$ cat config.mk
export PLATFORM = sky130hd
export DESIGN_NAME = btb_assoc
export DESIGN_NICKNAME = d
export VERILOG_FILES = /design/src/rtl/btb_assoc.sv
export SDC_FILE = /design/constraint.sdc
export NUM_CORES = 2
export LEC_CHECK = 0
export BUFFER_PORTS_ARGS = -buffer_cell sky130_fd_sc_hd__buf_2
export CAP_MARGIN = 20
export CORE_MARGIN = 4
export CORE_UTILIZATION = 55
export CTS_CLUSTER_DIAMETER = 50
export DETAILED_ROUTE_END_ITERATION = 10
export GPL_TIMING_DRIVEN = 0
export HOLD_SLACK_MARGIN = 0.15
export PLACE_DENSITY = 0.74
export SLEW_MARGIN = 25
export SYNTH_ARGS = -nofsm -noshare
export SYNTH_HDL_FRONTEND = slang
export SYNTH_SLANG_ARGS = --single-unit
export TNS_END_PERCENT = 20
$ cat constraint.sdc
create_clock -name clk -period 4.5 [get_ports clk]
set_input_delay 0.225 -clock clk [delete_from_list [all_inputs] [get_ports clk]]
set_output_delay 0.225 -clock clk [all_outputs]
set_load 0.01 [all_outputs]
$ cat src/rtl/btb_assoc.sv
// Set-associative branch target buffer: registered lookups, saturating counters, round-robin replacement.
// Define BTB_FLUSH_EN to add the flush_/flush_busy ports and the multi-cycle invalidation sweep.
module btb_assoc #(
    parameter int unsigned ADDR     = 32,
    parameter int unsigned BTB_D    = 32,
    parameter int unsigned WAY      = 2,
    parameter int unsigned FETCH    = 1,
    parameter int unsigned SIMBRCOM = 1,
    parameter int unsigned CNT      = 2
) (
    input  logic                     clk,
    input  logic                     reset_,
    input  logic [FETCH*ADDR-1:0]    btb_addr,
    output logic [FETCH-1:0]         target_valid,
    output logic [FETCH*ADDR-1:0]    target_addr,
    input  logic [SIMBRCOM-1:0]      pc_chg_com_,
    input  logic [SIMBRCOM-1:0]      chg_taken_,
    input  logic [SIMBRCOM*ADDR-1:0] com_addr,
    input  logic [SIMBRCOM*ADDR-1:0] com_tar_addr
`ifdef BTB_FLUSH_EN
    ,
    input  logic                     flush_,
    output logic                     flush_busy
`endif
);

    localparam int unsigned SETS  = BTB_D / WAY;
    localparam int unsigned IDX_W = $clog2(SETS);
    localparam int unsigned TAG_W = ADDR - 2 - IDX_W;
    localparam int unsigned WAY_W = (WAY > 1) ? $clog2(WAY) : 1;
    localparam logic [CNT-1:0] CNT_WEAK = CNT'(1) << (CNT - 1);

    logic [WAY-1:0]   valid_q [SETS];
    logic [WAY-1:0]   valid_d [SETS];
    logic [TAG_W-1:0] tag_q   [SETS][WAY];
    logic [TAG_W-1:0] tag_d   [SETS][WAY];
    logic [ADDR-1:0]  tgt_q   [SETS][WAY];
    logic [ADDR-1:0]  tgt_d   [SETS][WAY];
    logic [CNT-1:0]   cnt_q   [SETS][WAY];
    logic [CNT-1:0]   cnt_d   [SETS][WAY];
    logic [WAY_W-1:0] rr_q    [SETS];
    logic [WAY_W-1:0] rr_d    [SETS];

    logic [FETCH-1:0]      target_valid_q, target_valid_d;
    logic [FETCH*ADDR-1:0] target_addr_q, target_addr_d;

    logic in_sweep;
    logic hide_lookup;

    logic [IDX_W-1:0]    c_idx      [SIMBRCOM];
    logic [TAG_W-1:0]    c_tag      [SIMBRCOM];
    logic [WAY_W-1:0]    c_hway     [SIMBRCOM];
    logic [WAY_W-1:0]    c_free_way [SIMBRCOM];
    logic [WAY_W-1:0]    c_victim   [SIMBRCOM];
    logic [SIMBRCOM-1:0] c_en, c_hit, c_has_free;

    logic [IDX_W-1:0] l_idx [FETCH];
    logic [TAG_W-1:0] l_tag [FETCH];

    logic unused_low_bits;
    assign unused_low_bits = ^{btb_addr, com_addr};

`ifdef BTB_FLUSH_EN
    typedef enum logic {S_IDLE = 1'b0, S_SWEEP = 1'b1} state_e;

    state_e           state_q, state_d;
    logic [IDX_W-1:0] sweep_q, sweep_d;
    logic             flush_busy_q, flush_busy_d;

    // Sweep FSM: one set invalidated per cycle, flush_ ignored while sweeping
    always_comb begin
        state_d = state_q;
        sweep_d = sweep_q;
        case (state_q)
            S_IDLE: begin
                if (!flush_) begin
                    state_d = S_SWEEP;
                    sweep_d = '0;
                end
            end
            S_SWEEP: begin
                sweep_d = IDX_W'(sweep_q + 1'b1);
                if (sweep_q == IDX_W'(SETS - 1)) begin
                    state_d = S_IDLE;
                end
            end
            default: state_d = S_IDLE;
        endcase
        flush_busy_d = (state_d == S_SWEEP);
    end

    always_ff @(posedge clk or negedge reset_) begin
        if (!reset_) begin
            state_q      <= S_IDLE;
            sweep_q      <= '0;
            flush_busy_q <= 1'b0;
        end else begin
            state_q      <= state_d;
            sweep_q      <= sweep_d;
            flush_busy_q <= flush_busy_d;
        end
    end

    assign flush_busy  = flush_busy_q;
    assign in_sweep    = (state_q == S_SWEEP);
    // Also hide the entry and exit cycles so no partially swept set leaks a prediction
    assign hide_lookup = (state_q == S_SWEEP) || (state_d == S_SWEEP);
`else
    assign in_sweep    = 1'b0;
    assign hide_lookup = 1'b0;
`endif

    // Commit decode: set/tag, hit way, allocation victim, same-set arbitration
    always_comb begin
        for (int p = 0; p < SIMBRCOM; p++) begin
            c_idx[p] = com_addr[p*ADDR+2 +: IDX_W];
            c_tag[p] = com_addr[p*ADDR+2+IDX_W +: TAG_W];
        end
        for (int p = 0; p < SIMBRCOM; p++) begin
            c_en[p] = !pc_chg_com_[p] && !in_sweep;
            for (int q = 0; q < SIMBRCOM; q++) begin
                if (q < p && !pc_chg_com_[q] && (c_idx[q] == c_idx[p])) begin
                    c_en[p] = 1'b0;
                end
            end
            c_hit[p]      = 1'b0;
            c_hway[p]     = '0;
            c_has_free[p] = 1'b0;
            c_free_way[p] = '0;
            for (int w = WAY - 1; w >= 0; w--) begin
                if (!valid_q[c_idx[p]][w]) begin
                    c_has_free[p] = 1'b1;
                    c_free_way[p] = WAY_W'(w);
                end
                if (valid_q[c_idx[p]][w] && (tag_q[c_idx[p]][w] == c_tag[p])) begin
                    c_hit[p]  = 1'b1;
                    c_hway[p] = WAY_W'(w);
                end
            end
            c_victim[p] = c_has_free[p] ? c_free_way[p] : rr_q[c_idx[p]];
        end
    end

    // Table update; surviving commit ports always target distinct sets
    always_comb begin
        valid_d = valid_q;
        tag_d   = tag_q;
        tgt_d   = tgt_q;
        cnt_d   = cnt_q;
        rr_d    = rr_q;
        for (int p = 0; p < SIMBRCOM; p++) begin
            if (c_en[p]) begin
                if (!chg_taken_[p]) begin
                    if (c_hit[p]) begin
                        if (cnt_q[c_idx[p]][c_hway[p]] != '1) begin
                            cnt_d[c_idx[p]][c_hway[p]] = CNT'(cnt_q[c_idx[p]][c_hway[p]] + CNT'(1));
                        end
                        tgt_d[c_idx[p]][c_hway[p]] = com_tar_addr[p*ADDR +: ADDR];
                    end else begin
                        if (!c_has_free[p]) begin
                            rr_d[c_idx[p]] = (rr_q[c_idx[p]] == WAY_W'(WAY - 1)) ?
                                             '0 : WAY_W'(rr_q[c_idx[p]] + WAY_W'(1));
                        end
                        valid_d[c_idx[p]][c_victim[p]] = 1'b1;
                        tag_d[c_idx[p]][c_victim[p]]   = c_tag[p];
                        tgt_d[c_idx[p]][c_victim[p]]   = com_tar_addr[p*ADDR +: ADDR];
                        cnt_d[c_idx[p]][c_victim[p]]   = CNT_WEAK;
                    end
                end else if (c_hit[p] && (cnt_q[c_idx[p]][c_hway[p]] != '0)) begin
                    cnt_d[c_idx[p]][c_hway[p]] = CNT'(cnt_q[c_idx[p]][c_hway[p]] - CNT'(1));
                end
            end
        end
`ifdef BTB_FLUSH_EN
        if (in_sweep) begin
            valid_d[sweep_q] = '0;
        end
`endif
    end

    // Lookup against pre-update contents
    always_comb begin
        target_valid_d = '0;
        target_addr_d  = '0;
        for (int f = 0; f < FETCH; f++) begin
            l_idx[f] = btb_addr[f*ADDR+2 +: IDX_W];
            l_tag[f] = btb_addr[f*ADDR+2+IDX_W +: TAG_W];
            for (int w = 0; w < WAY; w++) begin
                if (valid_q[l_idx[f]][w] && (tag_q[l_idx[f]][w] == l_tag[f])) begin
                    target_valid_d[f]             = cnt_q[l_idx[f]][w][CNT-1];
                    target_addr_d[f*ADDR +: ADDR] = tgt_q[l_idx[f]][w];
                end
            end
            if (hide_lookup) begin
                target_valid_d[f] = 1'b0;
            end
        end
    end

    always_ff @(posedge clk or negedge reset_) begin
        if (!reset_) begin
            for (int s = 0; s < SETS; s++) begin
                valid_q[s] <= '0;
                rr_q[s]    <= '0;
                for (int w = 0; w < WAY; w++) begin
                    tag_q[s][w] <= '0;
                    tgt_q[s][w] <= '0;
                    cnt_q[s][w] <= '0;
                end
            end
            target_valid_q <= '0;
            target_addr_q  <= '0;
        end else begin
            valid_q        <= valid_d;
            tag_q          <= tag_d;
            tgt_q          <= tgt_d;
            cnt_q          <= cnt_d;
            rr_q           <= rr_d;
            target_valid_q <= target_valid_d;
            target_addr_q  <= target_addr_d;
        end
    end

    assign target_valid = target_valid_q;
    assign target_addr  = target_addr_q;

endmodule

# Word-level counts from Yosys, hierarchy flattened

Index checks and enable logic that the tools add are counted.

Input port bits: 100
Output and inout port bits: 33
Word-level logic and storage cells: 251
Register bits after elaboration: 2001

$lt $le $gt $ge: 9
$add $sub $neg: 3
Mux-type cells: 76
Equal/unequal tests: 7
Reductions and logical operators: 14
Bitwise operators: 12

Operators by type and width:

| cell                                       | count |
|---|---|
| 1024-bit bitwise mux                       | 2 |
| 1024-bit two-way mux                       | 1 |
| 832-bit bitwise mux                        | 1 |
| 64-bit demux with 4-bit select             | 2 |
| 64-bit two-way mux                         | 8 |
| 52-bit binary-select mux with 4-bit select | 2 |
| 52-bit two-way mux                         | 5 |
| 64-bit binary-select mux with 4-bit select | 1 |
| 52-bit demux with 4-bit select             | 1 |
| 64-bit bitwise mux                         | 2 |
| 32-bit two-way mux                         | 4 |
| 26-bit equality test                       | 4 |
| 32-bit demux with 1-bit select             | 2 |
| 32-bit OR                                  | 2 |
| 32-bit AND                                 | 1 |
| 4-bit binary-select mux with 4-bit select  | 2 |
| 4-bit demux with 4-bit select              | 2 |
| 32-bit inverter                            | 1 |
| 26-bit demux with 1-bit select             | 1 |
| 26-bit two-way mux                         | 1 |
| 4-bit two-way mux                          | 6 |
| 2-bit two-way mux                          | 10 |
| 2-bit binary-select mux with 4-bit select  | 2 |
| 16-bit bitwise mux                         | 1 |
| other kinds (26)                           | 57 |

# Logic depth before layout (Yosys ltp)

Word-level depth: 19
Mapped depth: 24
Depth with buffers taken out: 17

# Worst setup path before layout

OpenSTA, ideal clock, no wires.

Kind: input to register
Start: in com_addr[2]
End: reg cnt_q[58] in the netlist's numbering
Cell stages on the path: 21
Library setup time: 85 ps
Data required time: 4415 ps
Setup slack: -340 ps
Arrival: 4755 ps
Buffers on the path: 7
Path through: buf_2 -> buf_2 -> buf_2 -> mux4_2 -> mux2i_1 -> mux2i_1 -> xnor2_1 -> nand3_1 -> nor3_1 -> nand3_2 -> nor2b_1 -> buf_2 -> buf_2 -> mux2_2 -> ha_1 -> o22ai_1 -> nand4_1 -> or2_2 -> clkbuf_1 -> clkbuf_1 -> o21ai_0

Longest elaborated chain between the ends: 19
Elaborated cells between the ends (all ways): 62
Classes of those cells: 2 x add/sub; 6 x order compare; 5 x eq/ne; 36 x mux; 5 x bitwise; 8 x reduce/logical

RTL lines:

| what                                                                                                               | line     | source |
|---|---|---|
| start, declared                                                                                                    | 18       | `input logic [SIMBRCOM*ADDR-1:0] com_addr,` |
| 4-bit inverter with 5-bit output (not written as such) *                                                           | --       |  |
| 52-bit binary-select mux with 4-bit select                                                                         | 135      | `if (valid_q[c_idx[p]][w] && (tag_q[c_idx[p]][w] == c_tag[p])) begin` |
| 52-bit two-way mux (not written as such) (2 in series)                                                             | 135      |  |
| 26-bit equality test                                                                                               | 135      |  |
| 1-bit logical AND                                                                                                  | 135      |  |
| 1-bit two-way mux (2 in series)                                                                                    | 135      |  |
| 1-bit inverter with 2-bit output (not written as such)                                                             | --       |  |
| 2-bit >= comparator (not written as such) or 2-bit by 1-bit less-than comparator with 1-bit output (tied branches) | 156, 170 |  |
| 1-bit logical AND (not written as such)                                                                            | 156, 170 |  |
| 2-bit two-way mux (not written as such)                                                                            | 156, 170 |  |
| 2-bit demux with 1-bit select                                                                                      | 156, 170 |  |
| 4-bit two-way mux (not written as such)                                                                            | 156, 170 |  |
| 4-bit demux with 4-bit select                                                                                      | 156, 170 |  |
| 64-bit bitwise mux                                                                                                 | 156      | `cnt_d[c_idx[p]][c_hway[p]] = CNT'(cnt_q[c_idx[p]][c_hway[p]] + CNT'(1));` |
| 64-bit two-way mux                                                                                                 | 155      | `if (cnt_q[c_idx[p]][c_hway[p]] != '1) begin` |
| 64-bit two-way mux                                                                                                 | 154      | `if (c_hit[p]) begin` |
| 64-bit two-way mux                                                                                                 | 153      | `if (!chg_taken_[p]) begin` |
| end signal, assigned                                                                                               | 217      | `cnt_q <= cnt_d;` |
| end, declared                                                                                                      | 39       | `logic [CNT-1:0] cnt_q [SETS][WAY];` |

Every way passes the cells marked *; elsewhere a longest branch is shown, timed or not. The select of a mux whose other input is x is not followed.
A chain may end at the register's enable or synchronous reset.

# Worst setup path after layout

Start: in com_addr[3]
End: reg cnt_q[52] in the netlist's numbering

The elaborated chain is that of the path after synthesis.

==> impl_metrics.env <==
export IMPL_synth_distinct_cells=72
export IMPL_seq_area_frac_synth=0.500
export IMPL_path_cells="buf_4 > buf_8 > buf_6 > buf_4 > mux4_2 > mux2i_1 > mux2i_1 > xnor2_2 > nand4_1 > nor3_2 > nand3_4 > nor2b_4 > buf_8 > mux2_4 > ha_4 > o22ai_4 > buf_4 > nand2_4 > or2_0 > buf_2 > buf_4 > o21ai_0"
export IMPL_synthCells=6222
export IMPL_dieArea_um2=189000
export IMPL_min_path_type="in2reg"
export IMPL_die_h_um=435
export IMPL_fillers=12900
export IMPL_grt_max_degree=136
export IMPL_antenna_found_initial=12
export IMPL_drive_above_1_share=0.522
export IMPL_grt_pass1_wl_um=487000
export IMPL_avgRoutedWirePerCell_um=37.1
export IMPL_path_max_fanout=10
export IMPL_startpoint="com_addr[3]"
export IMPL_setup_viol=179
export IMPL_synth_top_family_by_area="multiplexers"
export IMPL_cts_buffers=220
export IMPL_fin_crit_sh=1.04
export IMPL_fin_total_pwr_w=0.0525
export IMPL_viasPerCell=6.95
export IMPL_r2r_start="tag_q[219]"
export IMPL_tightest_slew_ps=1170
export IMPL_hpwlAfterDp_um=227000
export IMPL_status="finished, violations left"
export IMPL_route_antenna_remaining_nets=0
export IMPL_synthToLayoutAreaGrowth_pct=13.7
export IMPL_clk_latency_ps=900
export IMPL_synth_area_um2=100000
export IMPL_synth_compound_area_share=0.0184
export IMPL_synth_avg_cell_area_um2=16.1
export IMPL_ys_ff_latch=2001
export IMPL_firstDrtPassIters=6
export IMPL_drtIter0Drc=7478
export IMPL_hold_viol_final=0
export IMPL_row_count=156
export IMPL_post_place_ws_ps=-3190
export IMPL_worstHoldStart="com_tar_addr[21]"
export IMPL_vdd_drop_max_mv=0.397
export IMPL_crit_required_ps=5290
export IMPL_drv_cap=0
export IMPL_grt_setup_unrepaired="yes"
export IMPL_slowest_delay_ps=420
export IMPL_cp_end_kind="flip-flop"
export IMPL_coreArea_um2=181000
export IMPL_async_flop_share=1.00
export IMPL_dp_cells=8709
export IMPL_worstSetupPathType="in2reg"
export IMPL_grt_total_usage=0.358
export IMPL_synth_xor_area_share=0.0107
export IMPL_power_leakage_nw=52.2
export IMPL_violations="negative setup slack"
export IMPL_drc_errors=0
export IMPL_grt_pass1_vias=66600
export IMPL_clk_pin_slew_ps=60
export IMPL_routed_via_count=63900
export IMPL_cts_tree="yes"
export IMPL_power_per_cell_area_nw_per_um2=461
export IMPL_synth_mux_area_frac=0.420
export IMPL_io_pins=133
export IMPL_finalNonFillerCells=9194
export IMPL_yosys_area_share_simple=0.0162
export IMPL_cp_start_kind="input pin"
export IMPL_routabilityCongestion=0.974
export IMPL_nets=6736
export IMPL_fp_dieW_um=435
export IMPL_min_period_ps=4700
export IMPL_slew_violations=0
export IMPL_start_util=0.554
export IMPL_synth_top_flop_cell="dfrtp_1"
export IMPL_yosysWarnings=0
export IMPL_cpMaxStageDelayCell="buf_4"
export IMPL_htree_num_levels=4
export IMPL_synth_edf_count=0
export IMPL_drt_total_wl_um=341000
export IMPL_grt_ovfl_total=0
export IMPL_clock_sinks=2001
export IMPL_synth_net_count=6324
export IMPL_crit_arrival_ps=5480
export IMPL_max_slew_margin=0.221
export IMPL_cts_root_buf="clkbuf_16"
export IMPL_clock_skew_final_ps=49.5
export IMPL_synthAdderAreaFrac=0.000250
export IMPL_io_buffers=98
export IMPL_worst_slack_ps=-195
export IMPL_critical_path_most_common_cell="buf_4"
export IMPL_max_freq_ghz=0.213
export IMPL_clk_path_buf_depth=3
export IMPL_fin_util=0.630
## cell usage after synthesis (61+ instances only)
master    instances  area (µm²)
dfrtp_1        2001       50100
mux2_2         1402       15800
mux4_2          800       18000
mux2_4          310        4650
clkbuf_1        283        1060
mux2_1          171        1930
mux2i_1         171        1710
buf_2           110         551
xnor2_1          99         867
buf_1            83         312
buf_4            82         616
inv_1            81         304
o21ai_0          61         305
## area by class of cell
type	instances	area [µm²]	share of cell area
plain buffers	610	3680	0.0323
diodes	12	30.0	0.000264
clock buffers	312	6330	0.0556
well taps	2370	2970	0.0260
repair buffers	195	1810	0.0159
multi-input cells	3524	47600	0.417
clock inverters	88	1180	0.0103
flip-flops and latches	2001	50100	0.440
inverters	82	313	0.00275
## critical path: cells and delay by family
| family | cells | cell delay, ps |
|---|---|---|
| adder cells (fa/ha/maj) | 1 | 190 |
| buffers and inverters | 8 | 1920 |
| multiplexers | 4 | 1000 |
| AND/OR/NAND/NOR | 6 | 1390 |
| XOR/XNOR | 1 | 290 |
| AO/OA/AOI/OAI | 2 | 410 |
## kinds of logic (layout without fill, tap and decap cells)
logic type	count (synthesis)	in the layout
DFF	2001	2001
AOI/OAI and AO/OA	279	279
xor gates and xnor gates	122	122
buffers and inverters	697	1287
other	0	12
adders and majority gates	2	2
and+or+nand+nor	267	267
muxes	2854	2854
## cell usage in the layout, fill, tap and decap left out, drive strengths merged, types with 9 or more instances in the layout
cell type	n
a21oi	28
a221oi	12
a22oi	34
a31oi	9
buf	455
bufinv	20
clkbuf	606
clkinv	42
clkinvlp	14
dfrtp	2001
diode	12
dlygate4sd3	53
inv	94
mux2	1883
mux2i	171
mux4	800
nand2	88
nand2b	22
nand3	10
nand4	20
nor2	58
nor2b	9
nor3	21
nor4	10
o21ai	82
o22ai	47
o31ai	17
o41ai	15
or2	21
xnor2	99
xor2	23
## layer usage
layer | global-route usage | wire [µm]
met5 | 0 | 13
met4 | 0.243 | 28300
met3 | 0.0939 | 32900
met2 | 0.539 | 154000
met1 | 0.459 | 125000
## per-stage QoR
| stage | hold slack, ps | TNS (ps) | instance area (µm²) |
|---|---|---|---|
| global route | 169 | -5420 | 114000 |
| detailed placement | 162 | -3359230 | 104000 |
| floorplan | -70.6 | 0 | 100000 |
| CTS | 150 | -1340 | 113000 |
| global placement | 462 | - | 104000 |
| finish | 190 | -10130 | 114000 |
## final timing paths
| kind | cells after the start | slack (ps) | endpoint |
|---|---|---|---|
| setup / recovery | 22 | -200 | cnt_q[52] |
| hold / removal | 3 | 190 | tgt_q[469] |
| setup reg to reg | 18 | -170 | cnt_q[52] |
| hold reg to reg | 1 | 490 | tgt_q[745] |
| max in group asynchronous | 7 | 1510 | tag_q[717] |
| min in group asynchronous | 4 | 540 | tgt_q[58] |
## sequential cells by signal (all words and copies together) (netlist names)
register / flops
cnt_q: 64
rr_q: 16
tag_q: 832
target_addr: 32
target_valid: 1
tgt_q: 1024
valid_q: 32
## where the power goes
| group | switching (W) | total, W | internal, W |
|---|---|---|---|
| registers | 0.00222 | 0.0235 | 0.0213 |
| clock network | 0.00783 | 0.0188 | 0.0110 |
| logic | 0.00438 | 0.0102 | 0.00587 |
## what timing repair did
action / CTS / global route
resized for setup: 175 / 160
gates cloned: 1 / 2
setup endpoints to repair: 2000 / 661
endpoints found under the hold margin: 1363 / 0
buffers inserted: 14 / 7
pin swaps: 16 / 46
hold buffers: 54 / 0
No activity file was read; power rests on OpenSTA's default activity.
